--- src/rtl/bwc_pkg.sv ---
// Shared types and constants for the bounded walk counter.
package bwc_pkg;

    localparam int unsigned BWC_W         = 11;
    localparam int unsigned BWC_N_CH      = 4;
    localparam int unsigned BWC_BOUND_RST = 300;

    typedef enum logic [1:0] {
        IDLE = 2'd0,
        RUN  = 2'd1,
        DONE = 2'd2
    } bwc_state_t;

    // Largest bound that still leaves j = m + 1 representable in w bits.
    function automatic int unsigned sat_bound(input int unsigned w);
        return (32'd1 << w) - 32'd2;
    endfunction

endpackage

--- src/rtl/bwc_chan.sv ---
// One channel accumulator: steps up or down by one, never below zero.
module bwc_chan
    import bwc_pkg::*;
#(
    parameter int unsigned W = BWC_W
) (
    input  logic         clk,
    input  logic         rst,
    input  logic         clr,
    input  logic         step,
    input  logic         sel,
    output logic [W-1:0] a,
    output logic         moves
);

    // A decrement request on an empty accumulator is a non-move.
    assign moves = sel | (a != '0);

    always_ff @(posedge clk) begin
        if (rst || clr) begin
            a <= '0;
        end else if (step && moves) begin
            a <= sel ? a + W'(1) : a - W'(1);
        end
    end

endmodule

--- src/rtl/bounded_walk_ctr.sv ---
// Multi-channel bounded up/down walk counter with shared step counter j and loadable bound m.
// Define BWC_PROP_CHK_EN to add the built-in invariant assertions.
module bounded_walk_ctr
    import bwc_pkg::*;
#(
    parameter int unsigned W         = BWC_W,
    parameter int unsigned N_CH      = BWC_N_CH,
    parameter int unsigned BOUND_RST = BWC_BOUND_RST
) (
    input  logic              clk,
    input  logic              rst,
    input  logic              en,
    input  logic [N_CH-1:0]   sel,
    input  logic              load,
    input  logic [W-1:0]      bound_in,
    output logic              load_ack,
    output logic [N_CH*W-1:0] a,
    output logic [W-1:0]      j,
    output logic [W-1:0]      m,
    output logic              done,
    output logic              busy
);

    localparam logic [W-1:0] SAT = W'(sat_bound(W));

    bwc_state_t      state;
    logic            load_take;
    logic            step;
    logic            any_move;
    logic [N_CH-1:0] moves;
    logic [W-1:0]    j_inc;
    logic [W-1:0]    bound_sat;

    always_comb begin
        load_take = load && ((state == IDLE) || (state == DONE));
        step      = (state == RUN) && en && (j <= m);
        any_move  = |moves;
        j_inc     = j + W'(1);
        bound_sat = (bound_in > SAT) ? SAT : bound_in;
    end

    for (genvar g = 0; g < N_CH; g++) begin : g_chan
        bwc_chan #(
            .W(W)
        ) u_chan (
            .clk  (clk),
            .rst  (rst),
            .clr  (load_take),
            .step (step),
            .sel  (sel[g]),
            .a    (a[g*W +: W]),
            .moves(moves[g])
        );
    end

    always_ff @(posedge clk) begin
        if (rst) begin
            state    <= RUN;
            j        <= W'(1);
            m        <= W'(BOUND_RST);
            load_ack <= 1'b0;
            done     <= 1'b0;
            busy     <= 1'b1;
        end else begin
            load_ack <= 1'b0;
            unique case (state)
                IDLE, DONE: begin
                    if (load) begin
                        m        <= bound_sat;
                        j        <= W'(1);
                        load_ack <= 1'b1;
                        done     <= 1'b0;
                        if (bound_sat != '0) begin
                            state <= RUN;
                            busy  <= 1'b1;
                        end else begin
                            state <= IDLE;
                            busy  <= 1'b0;
                        end
                    end
                end
                RUN: begin
                    if (j > m) begin
                        state <= DONE;
                        done  <= 1'b1;
                        busy  <= 1'b0;
                    end else if (en && any_move) begin
                        j <= j_inc;
                        if (j_inc > m) begin
                            state <= DONE;
                            done  <= 1'b1;
                            busy  <= 1'b0;
                        end
                    end
                end
                default: begin
                    state <= IDLE;
                    done  <= 1'b0;
                    busy  <= 1'b0;
                end
            endcase
        end
    end

`ifdef BWC_PROP_CHK_EN
    bwc_state_t state_prev;

    always_ff @(posedge clk) begin
        state_prev <= state;
    end

    always_ff @(posedge clk) begin
        if (!rst) begin
            for (int i = 0; i < int'(N_CH); i++) begin
                assert (a[i*W +: W] <= m)
                    else $error("bwc: a[%0d] exceeds m", i);
                assert ({1'b0, a[i*W +: W]} + 1'b1 <= {1'b0, j})
                    else $error("bwc: a[%0d] exceeds j-1", i);
            end
            assert ({1'b0, j} <= {1'b0, m} + 1'b1)
                else $error("bwc: j exceeds m+1 (channel -1)");
            assert ((state == IDLE) || (done == (j > m)))
                else $error("bwc: done disagrees with j>m (channel -1)");
            assert (!load_ack || (state_prev == IDLE) || (state_prev == DONE))
                else $error("bwc: load_ack outside IDLE/DONE (channel -1)");
        end
    end
`endif

endmodule

--- config.mk ---
export PLATFORM = sky130hd
export DESIGN_NAME = bounded_walk_ctr
export DESIGN_NICKNAME = d
export VERILOG_FILES = /design/src/rtl/bwc_pkg.sv /design/src/rtl/bwc_chan.sv /design/src/rtl/bounded_walk_ctr.sv
export SDC_FILE = /design/constraint.sdc
export NUM_CORES = 1
export LEC_CHECK = 0
export BUFFER_PORTS_ARGS = -buffer_cell sky130_fd_sc_hd__buf_2
export CAP_MARGIN = 10
export CELL_PAD_IN_SITES_DETAIL_PLACEMENT = 2
export CELL_PAD_IN_SITES_GLOBAL_PLACEMENT = 2
export CORE_ASPECT_RATIO = 0.5
export CORE_MARGIN = 2
export CORE_UTILIZATION = 34
export CTS_CLUSTER_SIZE = 20
export DETAILED_ROUTE_END_ITERATION = 10
export PLACE_DENSITY = 0.76
export SETUP_SLACK_MARGIN = 0.3
export SLEW_MARGIN = 15
export SYNTH_ARGS = -nofsm -noshare
export SYNTH_HDL_FRONTEND = slang
export SYNTH_SLANG_ARGS = --single-unit
--- constraint.sdc ---
create_clock -name clk -period 3 [get_ports clk]
set_input_delay 0.75 -clock clk [delete_from_list [all_inputs] [get_ports clk]]
set_output_delay 0.75 -clock clk [all_outputs]
set_load 0.005 [all_outputs]
==> qor.txt, run 1 <==
Final Hold Fails = 0
Met1 Wirelength = 9470 um
Clk root buf = clkbuf_16
Area Overhead vs Synth = 26.8%
Starting density of the core = 35.1%
CP max FO = 8
Clock-pin slew on the worst setup and hold paths = 0.06 ns
Fin crit share = 90.9%
Final-stage net count = 847
Pwr dens = 599 nW/um2
Outcome = completed
Post-synth top area share = 25.4%
Detail Route met2 WL = 9910 um
Ys async rst share = 0%
Die H = 93.4 um
Max Cap Viol = 0
Starting DRT DRC Count = 130
Peak VDD IR = 0.000308 V
Unrepaired setup endpoints after global routing = true
Max-slew headroom = 44.6%
Vias in the first global route = 5,969
# diodes = 0
Number of synthesized flops with an enable pin = 0
Worst min path class = reg2reg
Slew Viols, Final = 0
GR Overflow Total = 0
Drt first pass iters = 4
#FFs+latches synth = 69
Post-route DRC = 0
Cts bufs inserted = 9
Logic gate share of total power = 39.6%
Clock sinks = 69
DP HPWL = 14,400 um
Cell taking the most area after synthesis = dfxtp_1
Floorplan row count = 32
CTS tree = built
Mean post-synth cell area = 8.38 um2
Simple-gate portion of the synthesized area = 24.2%
DR vias = 5,567
Top cells by area, synth = dfxtp_1 25%, ha_1 14%, a21oi_1 6.5%, xnor2_1 5.3%, nand2_1 4.0%
Compound-gate portion of the synthesized area = 22.6%
Final GP Congestion = 0.915
Die area = 17,100 um2
Int Pwr = 0.00262 W
Synthesis warning total = 0
Share of cells above drive strength 1 = 27.2%
CTS max path bufs = 2
CP Class = in2reg
Number of I/O port buffers = 87
Xor and xnor area share after synthesis = 6.29%
Post-route cell area = 6890 um2
Setup Viol. Count Final = 0
Metal3 WL = 662 um
Clk_skew = 0.00964 ns
Mux contribution to synthesized area = 1.87%
Routed vias/inst = 5.72
Switching pwr = 0.00151 W
CP Launch Type = input port
Synth Instances = 648
Antenna-violating nets left = 0
Sequential-to-total area share from yosys stat = 25.4%
Uppermost layer routed = met4
Mapped Nets = 730
Die Wd = 183 um
Initial antenna violation count = 0
Max Freq = 367 MHz
Drt wl/cell = 20.9 um
Flop pwr share = 29.5%
Clock power share = 30.9%
Adder-cell area share of the yosys netlist = 15.1%
Fill cells = 1,774
Main combinational cell family by area after synthesis = simple AND/OR/NAND/NOR gates
Post-layout minimum cycle time = 2.73 ns
Leak = 2.97 nW
Pin count of the biggest net entering global routing = 31
Count of cell types in the netlist = 73
Commonest register cell after synthesis = dfxtp_1
Switching share of power = 36.5%
Hold slack = 0.486 ns
Io pins = 88
Setup tns final = 0 ns
Final wirelength = 20,300 um
Htree depth = 3
Placed instance area = 6270 um2
Worst-Skew Late Latency = 0.34 ns
Mapped cell area = 5430 um2
WP data arrival = 2.95 ns
GRT Total Usage = 23.4%
Slew @ Worst Pin = 0.830 ns
Core area = 15,500 um2
First-pass GRT wire length = 31,600 um
Worst Path Required = 3.22 ns
Crit. End Element = flop
[layer usage]
layer / GRT usage (%) / up-vias
li1: - / 2643
met1: 29.5 / 2800
met2: 42.0 / 100
met3: 3.78 / 24
met4: 5.31 / 0
met5: 0 / -
[sequential cells by signal, indices dropped and copies added, names as in the netlist]
name             flops
load_ack             1
done                 1
j                   11
m                   11
busy                 1
g_chan.u_chan.a     44
[synth_stat cells, types with 3 or more instances]
library cell,n
o22ai_1,3
nand3b_1,3
dfxtp_1,69
buf_2,8
nor2_1,37
nor4b_1,3
a21oi_1,71
and3_1,6
nand2b_1,11
a211oi_1,8
nand3_1,40
nor4_4,4
inv_1,29
buf_4,3
xnor2_1,33
a211o_1,8
o211ai_1,7
ha_1,59
nor4_2,5
o2111a_1,3
nand4_1,11
nor2b_1,8
clkbuf_1,13
fa_1,4
mux2i_1,9
a21oi_2,5
or3_1,9
o21ai_0,24
nand2_1,58
nor4_1,12
nor3_1,6
nor3b_1,4
a21o_1,11
o21a_1,5
o21bai_1,4
xor2_1,6
[layout by cell type (no fill, tap or decap), types with 7 or more instances in the layout]
cell type and instances:
buf_2 86, a21oi_1 69, dfxtp_1 65, nand2_1 58, ha_1 51, buf_4 41
nand3_1 39, nor2_1 36, xnor2_1 33, inv_1 25, o21ai_0 22, nor4_1 12
a21o_1 11, nand4_1 11, nand2b_1 10, or3_1 9, mux2i_1 9, clkbuf_16 9
a211oi_1 8, a211o_1 8, nor2b_1 7, o211ai_1 7
[timing repair]
item	in CTS	in global routing
setup endpoints to repair	1	8
buffers inserted	3	14
gates cloned	0	0
gates resized for setup	0	32
hold buffers	0	0
pin swaps	1	16
[critical path: stages]
cell and delay, ns:
buf_2 0.11, clkinvlp_4 0.19, ha_2 0.46, nand3_1 0.17
o221ai_2 0.30, a2111oi_4 0.13, o2111a_1 0.26, a311o_1 0.33
a211o_1 0.25
[area by class of cell]
class,count,area [um2],share of cell area [%]
timing repair buffer,132,830,12.0
sequential,69,1390,20.1
inverter,30,128,1.85
clock inverter,4,95.1,1.38
clock buffer,11,253,3.67
multi-input combinational,523,3940,57.2
tap,204,255,3.71
[worst paths after layout]
check	slack, ns	endpoint	startpoint	depth (start not counted)
min	0.49	m[7]$_SDFFE_PP0P_	m[7]$_SDFFE_PP0P_	2
max reg2reg	0.43	g_chan[2].u_chan.a[10]$_SDFFE_PP0P_	m[8]$_SDFFE_PP1P_	10
min reg2reg	0.49	m[7]$_SDFFE_PP0P_	m[7]$_SDFFE_PP0P_	2
max	0.27	g_chan[3].u_chan.a[10]$_SDFFE_PP0P_	sel[3]	9
[logic make-up (layout without fill, tap and decap cells)]
family	count (synthesis)	in the layout
AND/OR/NAND/NOR	232	232
AO/OA/AOI/OAI	179	179
flip-flops	69	69
adder cells (fa/ha/maj)	63	63
buffers and inverters	56	177
XOR/XNOR	39	39
multiplexers	10	10
[power groups by stage]
stage | Combinational [W] | Sequential (W) | Clock [W]
floorplan | 0.00104 | 0.00119 | 0
CTS | 0.00155 | 0.00121 | 0.00130
detailed placement | 0.00152 | 0.00123 | 0
global route | 0.00181 | 0.00124 | 0.00133
finish | 0.00164 | 0.00122 | 0.00128
global placement | 0.00146 | 0.00122 | 0
[metrics by stage]
step | setup WS [ns] | total power [W] | util (%) | instances
floorplan | 0.267 | 0.00223 | - | 648
global placement | 0.0598 | 0.00268 | 40.5 | 941
detailed placement | -0.00257 | 0.00275 | 40.5 | 941
CTS | 0.340 | 0.00406 | 43.0 | 959
global route | 0.204 | 0.00438 | 44.5 | 973
finish | 0.274 | 0.00413 | 44.5 | 973
Power figures use the tool's default switching activity.
==> run 2: changes to the inputs <==
- CORE_MARGIN: 2 -> 1.5
==> qor.txt, run 2 (synthesized netlist as in run 1, its figures left out) <==
Top reg by flops = g_chan.u_chan.a
Clock sinks = 69 (unchanged)
Clk_skew = 0.0105 ns (+0.000838 ns)
End point of the critical path = g_chan[1].u_chan.a[10]$_SDFFE_PP0P_
Cts bufs inserted = 9 (unchanged)
Reg2reg end = g_chan[1].u_chan.a[2]$_SDFFE_PP0P_
Pwr dens = 570 nW/um2 (-4.8%)
Area Overhead vs Synth = 25.9%
Htree depth = 3 (unchanged)
Worst r2r src = m[8]$_SDFFE_PP1P_
DP HPWL = 14,800 um (+2.8%)
Commonest non-fill, non-tap cell in the layout = buf_2
CP max FO = 6 (-2)
Peak VDD IR = 0.000304 V (-1.4%)
R2R Setup Slk = 0.48 ns (+0.05 ns)
Routed vias/inst = 5.71 (-0.20%)
Io pins = 88 (unchanged)
Final Core Density = 44.1% (-0.33 points)
Max Freq = 371 MHz (+1.1%)
# diodes = 0 (unchanged)
Initial antenna violation count = 0 (unchanged)
Clk root buf = clkbuf_16
Number of I/O port buffers = 87 (unchanged)
DR vias = 5,550 (-0.31%)
Core area = 15,500 um2 (unchanged)
Most frequent cells in the layout = 86 x buf_2, 70 x a21oi_1, 65 x dfxtp_1, 58 x nand2_1, 53 x ha_1
Drt wl/cell = 21.3 um (+2.1%)
CP Buf/Inv Count = 3 (+1)
Setup tns final = 0 ns (unchanged)
Starting density of the core = 35.1% (unchanged)
Unrepaired setup endpoints after global routing = true
Pin count of the biggest net entering global routing = 27 (-13%)
CP Class = in2reg
Slowest-stage cell, CP = a2111oi_4
First-pass GRT wire length = 30,900 um (-2.2%)
Slew @ Worst Pin = 0.797 ns (-0.0326 ns)
Leak = 2.94 nW (-1.1%)
Largest registers = g_chan.u_chan.a x44, j x11, m x11
Die area = 16,800 um2 (-1.6%)
Max-slew headroom = 46.7% (+2.2 points)
Worst path max stage delay = 0.45 ns (about the same)
Die Wd = 182 um (-0.55%)
Max FFs per register = 44 (unchanged)
Top delay family on crit path = compound AO/OA/AOI/OAI gates
Clock-pin slew on the worst setup and hold paths = 0.06 ns (about the same)
Worst-Skew Late Latency = 0.34 ns (about the same)
Antenna-violating nets left = 0 (unchanged)
Worst min path class = reg2reg
Floorplan row count = 32 (unchanged)
WP data arrival = 2.97 ns (+0.02 ns)
Final Hold Fails = 0 (unchanged)
Outcome = completed
GR Overflow Total = 0 (unchanged)
CTS max path bufs = 2 (unchanged)
Crit. path cell count = 10 (+1)
GRT Total Usage = 23.1% (-0.31 points)
Worst Setup SP = sel[1]
Max Cap Viol = 0 (unchanged)
Share of cells above drive strength 1 = 27.1% (-0.095 points)
Fin crit share = 89.9% (-1.0 points)
Final-stage net count = 846 (-0.12%)
Vias in the first global route = 5,809 (-2.7%)
Die H = 92.4 um (-1.1%)
Critical path, cell by cell = buf_2, clkinvlp_4, buf_6, ha_4, a21oi_4, o221ai_4, a2111oi_4, nor2_1, nor4_1, a211o_1
R2r worst-path depth = 9 (-1)
Final wirelength = 20,700 um (+2.0%)
Final GP Congestion = 0.876 (-4.2%)
Drt first pass iters = 4 (unchanged)
Post-layout minimum cycle time = 2.70 ns (-0.0299 ns)
CP Launch Type = input port
Worst Path Required = 3.28 ns (+0.06 ns)
Slew Viols, Final = 0 (unchanged)
Setup Viol. Count Final = 0 (unchanged)
CTS tree = built
Starting DRT DRC Count = 218 (+68%)
Post-route DRC = 0 (unchanged)
Crit. End Element = flop
run 2: worst min-delay path by stage:
| stage | from | to | slack [ns] | depth (start not counted) |
|---|---|---|---|---|
| floorplan | m[10]$_SDFFE_PP0P_ | m[10]$_SDFFE_PP0P_ | 0.47 | 2 |
| global placement | m[10]$_SDFFE_PP0P_ | m[10]$_SDFFE_PP0P_ | 0.47 | 2 |
| detailed placement | m[4]$_SDFFE_PP0P_ | m[4]$_SDFFE_PP0P_ | 0.48 | 2 |
| CTS | m[6]$_SDFFE_PP0P_ | m[6]$_SDFFE_PP0P_ | 0.48 | 2 |
| global route | m[4]$_SDFFE_PP0P_ | m[4]$_SDFFE_PP0P_ | 0.52 | 2 |
| finish | m[4]$_SDFFE_PP0P_ | m[4]$_SDFFE_PP0P_ | 0.48 | 2 |
run 2: worst min-delay path: cells and delay by family (launching register included):
kind,cells,cell delay [ns]
and+or+nand+nor,1,0.06
DFF,1,0.32
AOI/OAI and AO/OA,1,0.05
run 2: power breakdown:
| group | leakage, nW | total [W] | internal [W] | switching, W |
|---|---|---|---|---|
| sequential | 0.568 | 0.00122 | 0.00103 | 0.000193 |
| combinational | 2.24 | 0.00169 | 0.000755 | 0.000938 |
| clock | 0.129 | 0.000985 | 0.000576 | 0.000409 |
| total | 2.94 | 0.00390 | 0.00236 | 0.00154 |
run 2: stage by stage:
stage	hold WS, ns	power, W	cells	setup WS, ns	instance area, um2
2_1_floorplan	0.465	0.00223	648	0.267	5460
3_3_place_gp	0.466	0.00269	945	0.0917	6290
3_5_place_dp	0.477	0.00277	945	0.00116	6290
4_1_cts	0.485	0.00377	960	0.328	6560
5_1_grt	0.518	0.00414	972	0.192	6840
6_report	0.479	0.00390	972	0.304	6840
run 2: final cells by class:
| cell class | instances | area (um2) |
|---|---|---|
| fillers | 1748 | 8660 |
| multi-input cells | 523 | 4010 |
| flip-flops and latches | 69 | 1390 |
| repair buffers | 131 | 801 |
| well taps | 204 | 255 |
| clock buffers | 13 | 250 |
| inverters | 30 | 124 |
| clock inverters | 2 | 10.0 |
run 2: repair_timing:
item	in CTS	in global routing
pin swaps	0	16
hold buffers	0	0
gates resized for setup	3	38
endpoints found under the setup margin	1	12
setup buffers	0	12
run 2: routing by layer:
metal | vias up | global-route usage [%] | share of wire [%]
met3 | 30 | 3.70 | 3.4
met4 | 0 | 4.93 | 1.7
met2 | 114 | 41.7 | 50
met5 | - | 0 | 0
met1 | 2774 | 29.0 | 45
li1 | 2632 | - | -
==> run 3: changes to the inputs <==
==> constraint.sdc (replaced) <==
create_clock -name clk -period 3 [get_ports clk]
set_input_delay 0.6 -clock clk [delete_from_list [all_inputs] [get_ports clk]]
set_output_delay 0.6 -clock clk [all_outputs]
set_load 0.005 [all_outputs]
==> qor.txt, run 3 (synthesized netlist as in run 1, its figures left out) <==
Outcome = completed
CP max FO = 9 (+3)
Leak = 2.84 nW (-3.4%)
Clk root buf = clkbuf_16
GRT Total Usage = 22.5% (-0.57 points)
Number of I/O port buffers = 87 (unchanged)
Setup tns final = 0 ns (unchanged)
Fin crit share = 86.8% (-3.0 points)
Die area = 16,800 um2 (unchanged)
# hold bufs at CTS = 0 (unchanged)
Unrepaired setup endpoints after global routing = true
Pwr dens = 586 nW/um2 (+2.8%)
CTS max path bufs = 2 (unchanged)
Worst min path class = reg2reg
Io pins = 88 (unchanged)
# diodes = 0 (unchanged)
R2r worst-path depth = 11 (+2)
Final-stage net count = 822 (-2.8%)
R2R Setup Slk = 0.40 ns (-0.08 ns)
Top reg by flops = g_chan.u_chan.a
Post-place setup slack = 0.0558 ns (+0.0546 ns)
Die Wd = 182 um (unchanged)
CTS tree = built
Pin count of the biggest net entering global routing = 34 (+26%)
Fill cells = 1,795 (+2.7%)
Final wirelength = 18,600 um (-11%)
Final Hold Fails = 0 (unchanged)
Most frequent cells in the layout = 87 x buf_2, 71 x a21oi_1, 67 x dfxtp_1, 59 x ha_1, 58 x nand2_1
Clock sinks = 69 (unchanged)
Final Core Density = 41.8% (-2.4 points)
GR Overflow Total = 0 (unchanged)
Register area = 1380 um2 (-0.36%)
Cts bufs inserted = 9 (unchanged)
Worst Setup SP = j[2]$_SDFFE_PP0P_
Area Overhead vs Synth = 19.1%
Worst-Skew Late Latency = 0.35 ns (about the same)
Post-route cell area = 6470 um2 (-5.4%)
Setup ws final = 0.396 ns (+0.0915 ns)
Max Cap Viol = 0 (unchanged)
Clock-pin slew on the worst setup and hold paths = 0.06 ns (about the same)
Post-layout minimum cycle time = 2.60 ns (-0.0915 ns)
Tot Pwr = 0.00379 W (-2.7%)
Max FFs per register = 44 (unchanged)
Max-slew headroom = 36.0% (-11 points)
Largest registers = g_chan.u_chan.a x44, j x11, m x11
Starting DRT DRC Count = 160 (-27%)
Setup Viol. Count Final = 0 (unchanged)
Reg2reg end = busy$_SDFFE_PP1P_
DP HPWL = 14,100 um (-5.2%)
WP data arrival = 2.85 ns (-0.12 ns)
Share of cells above drive strength 1 = 21.5% (-5.6 points)
Placed instance area = 6140 um2 (-2.3%)
Starting density of the core = 35.1% (unchanged)
Initial antenna violation count = 0 (unchanged)
Htree depth = 3 (unchanged)
Area used by multi-input combinational logic = 3830 um2 (-4.5%)
DR vias = 5,434 (-2.1%)
Clk_skew = 0.00894 ns (-0.00154 ns)
Peak VDD IR = 0.000298 V (-1.9%)
CP Launch Type = flop
CP Class = reg2reg
Routed vias/inst = 5.73 (+0.28%)
Worst Path Required = 3.24 ns (-0.04 ns)
Worst r2r src = j[2]$_SDFFE_PP0P_
Drt wl/cell = 19.6 um (-8.4%)
Max Freq = 384 MHz (+3.5%)
Die H = 92.4 um (unchanged)
Antenna-violating nets left = 0 (unchanged)
Commonest non-fill, non-tap cell in the layout = buf_2
Slew Viols, Final = 0 (unchanged)
Vias in the first global route = 5,657 (-2.6%)
Final GP Congestion = 0.797 (-9.1%)
Core area = 15,500 um2 (unchanged)
Floorplan row count = 32 (unchanged)
Drt first pass iters = 4 (unchanged)
Crit. End Element = flop
End point of the critical path = busy$_SDFFE_PP1P_
Post-route DRC = 0 (unchanged)
Slew @ Worst Pin = 0.956 ns (+0.159 ns)
First-pass GRT wire length = 30,200 um (-2.4%)
==> run 3: cell types whose count changed in the layout (fill, tap and decap cells not counted), sizes merged <==
| cell | previous run | this run |
|---|---|---|
| buf | 131 | 107 |
| clkinvlp | 3 | 0 |
| clkbuf | 13 | 10 |
| clkinv | 2 | 5 |
| bufinv | 0 | 1 |
| inv | 27 | 30 |
==> run 3: worst max-delay path, cell delays in order, from the launching register on <==
cell,delay (ns)
dfxtp_2,0.48
and3_1,0.25
and4_1,0.25
nand4_1,0.18
xnor2_2,0.20
ha_1,0.30
nand4_1,0.17
nor2_1,0.14
o21ai_0,0.10
o2111ai_1,0.16
a21oi_1,0.11
a21o_1,0.16
==> run 3: cell type report <==
class | count | area share [%]
clock buffer | 10 | 3.69
clock inverter | 6 | 0.967
inverter | 30 | 1.74
multi-input combinational | 523 | 59.2
sequential | 69 | 21.4
tap | 204 | 3.94
timing repair buffer | 107 | 9.11
==> run 3: repair_timing <==
item,CTS,global route
setup endpoints to repair,2,13
pin swaps,0,2
resized for setup,1,5
endpoints found under the hold margin,0,0
setup buffers,0,1
==> run 3: how the worst min path moves through the flow <==
| stage | from | to | slack (ns) | depth (start not counted) |
|---|---|---|---|---|
| 2_1_floorplan | m[10]$_SDFFE_PP0P_ | m[10]$_SDFFE_PP0P_ | 0.47 | 2 |
| 3_3_place_gp | m[1]$_SDFFE_PP0P_ | m[1]$_SDFFE_PP0P_ | 0.46 | 2 |
| 3_5_place_dp | m[1]$_SDFFE_PP0P_ | m[1]$_SDFFE_PP0P_ | 0.47 | 2 |
| 4_1_cts | m[1]$_SDFFE_PP0P_ | m[1]$_SDFFE_PP0P_ | 0.48 | 2 |
| 5_1_grt | bound_in[8] | m[8]$_SDFFE_PP1P_ | 0.49 | 2 |
| 6_report | m[1]$_SDFFE_PP0P_ | m[1]$_SDFFE_PP0P_ | 0.48 | 2 |
==> run 3: stage by stage <==
stage | std cells | hold WS [ns]
4_1_cts | 948 | 0.479
3_3_place_gp | 932 | 0.462
6_report | 949 | 0.476
5_1_grt | 949 | 0.488
2_1_floorplan | 648 | 0.465
3_5_place_dp | 932 | 0.470
==> run 3: layer usage <==
layer | global-route usage (%) | routed length [um] | share of wire, %
met5 | 0 | 0 | 0
met4 | 4.93 | 246 | 1.3
met3 | 4.36 | 576 | 3.1
met1 | 28.8 | 8930 | 48
met2 | 39.4 | 8810 | 47
==> run 3: power breakdown <==
group / internal (W) / switching, W / total, W
Clock: 0.000665 / 0.000443 / 0.00111
Sequential: 0.00103 / 0.000173 / 0.00120
Combinational: 0.000662 / 0.000823 / 0.00148
Total: 0.00236 / 0.00144 / 0.00379
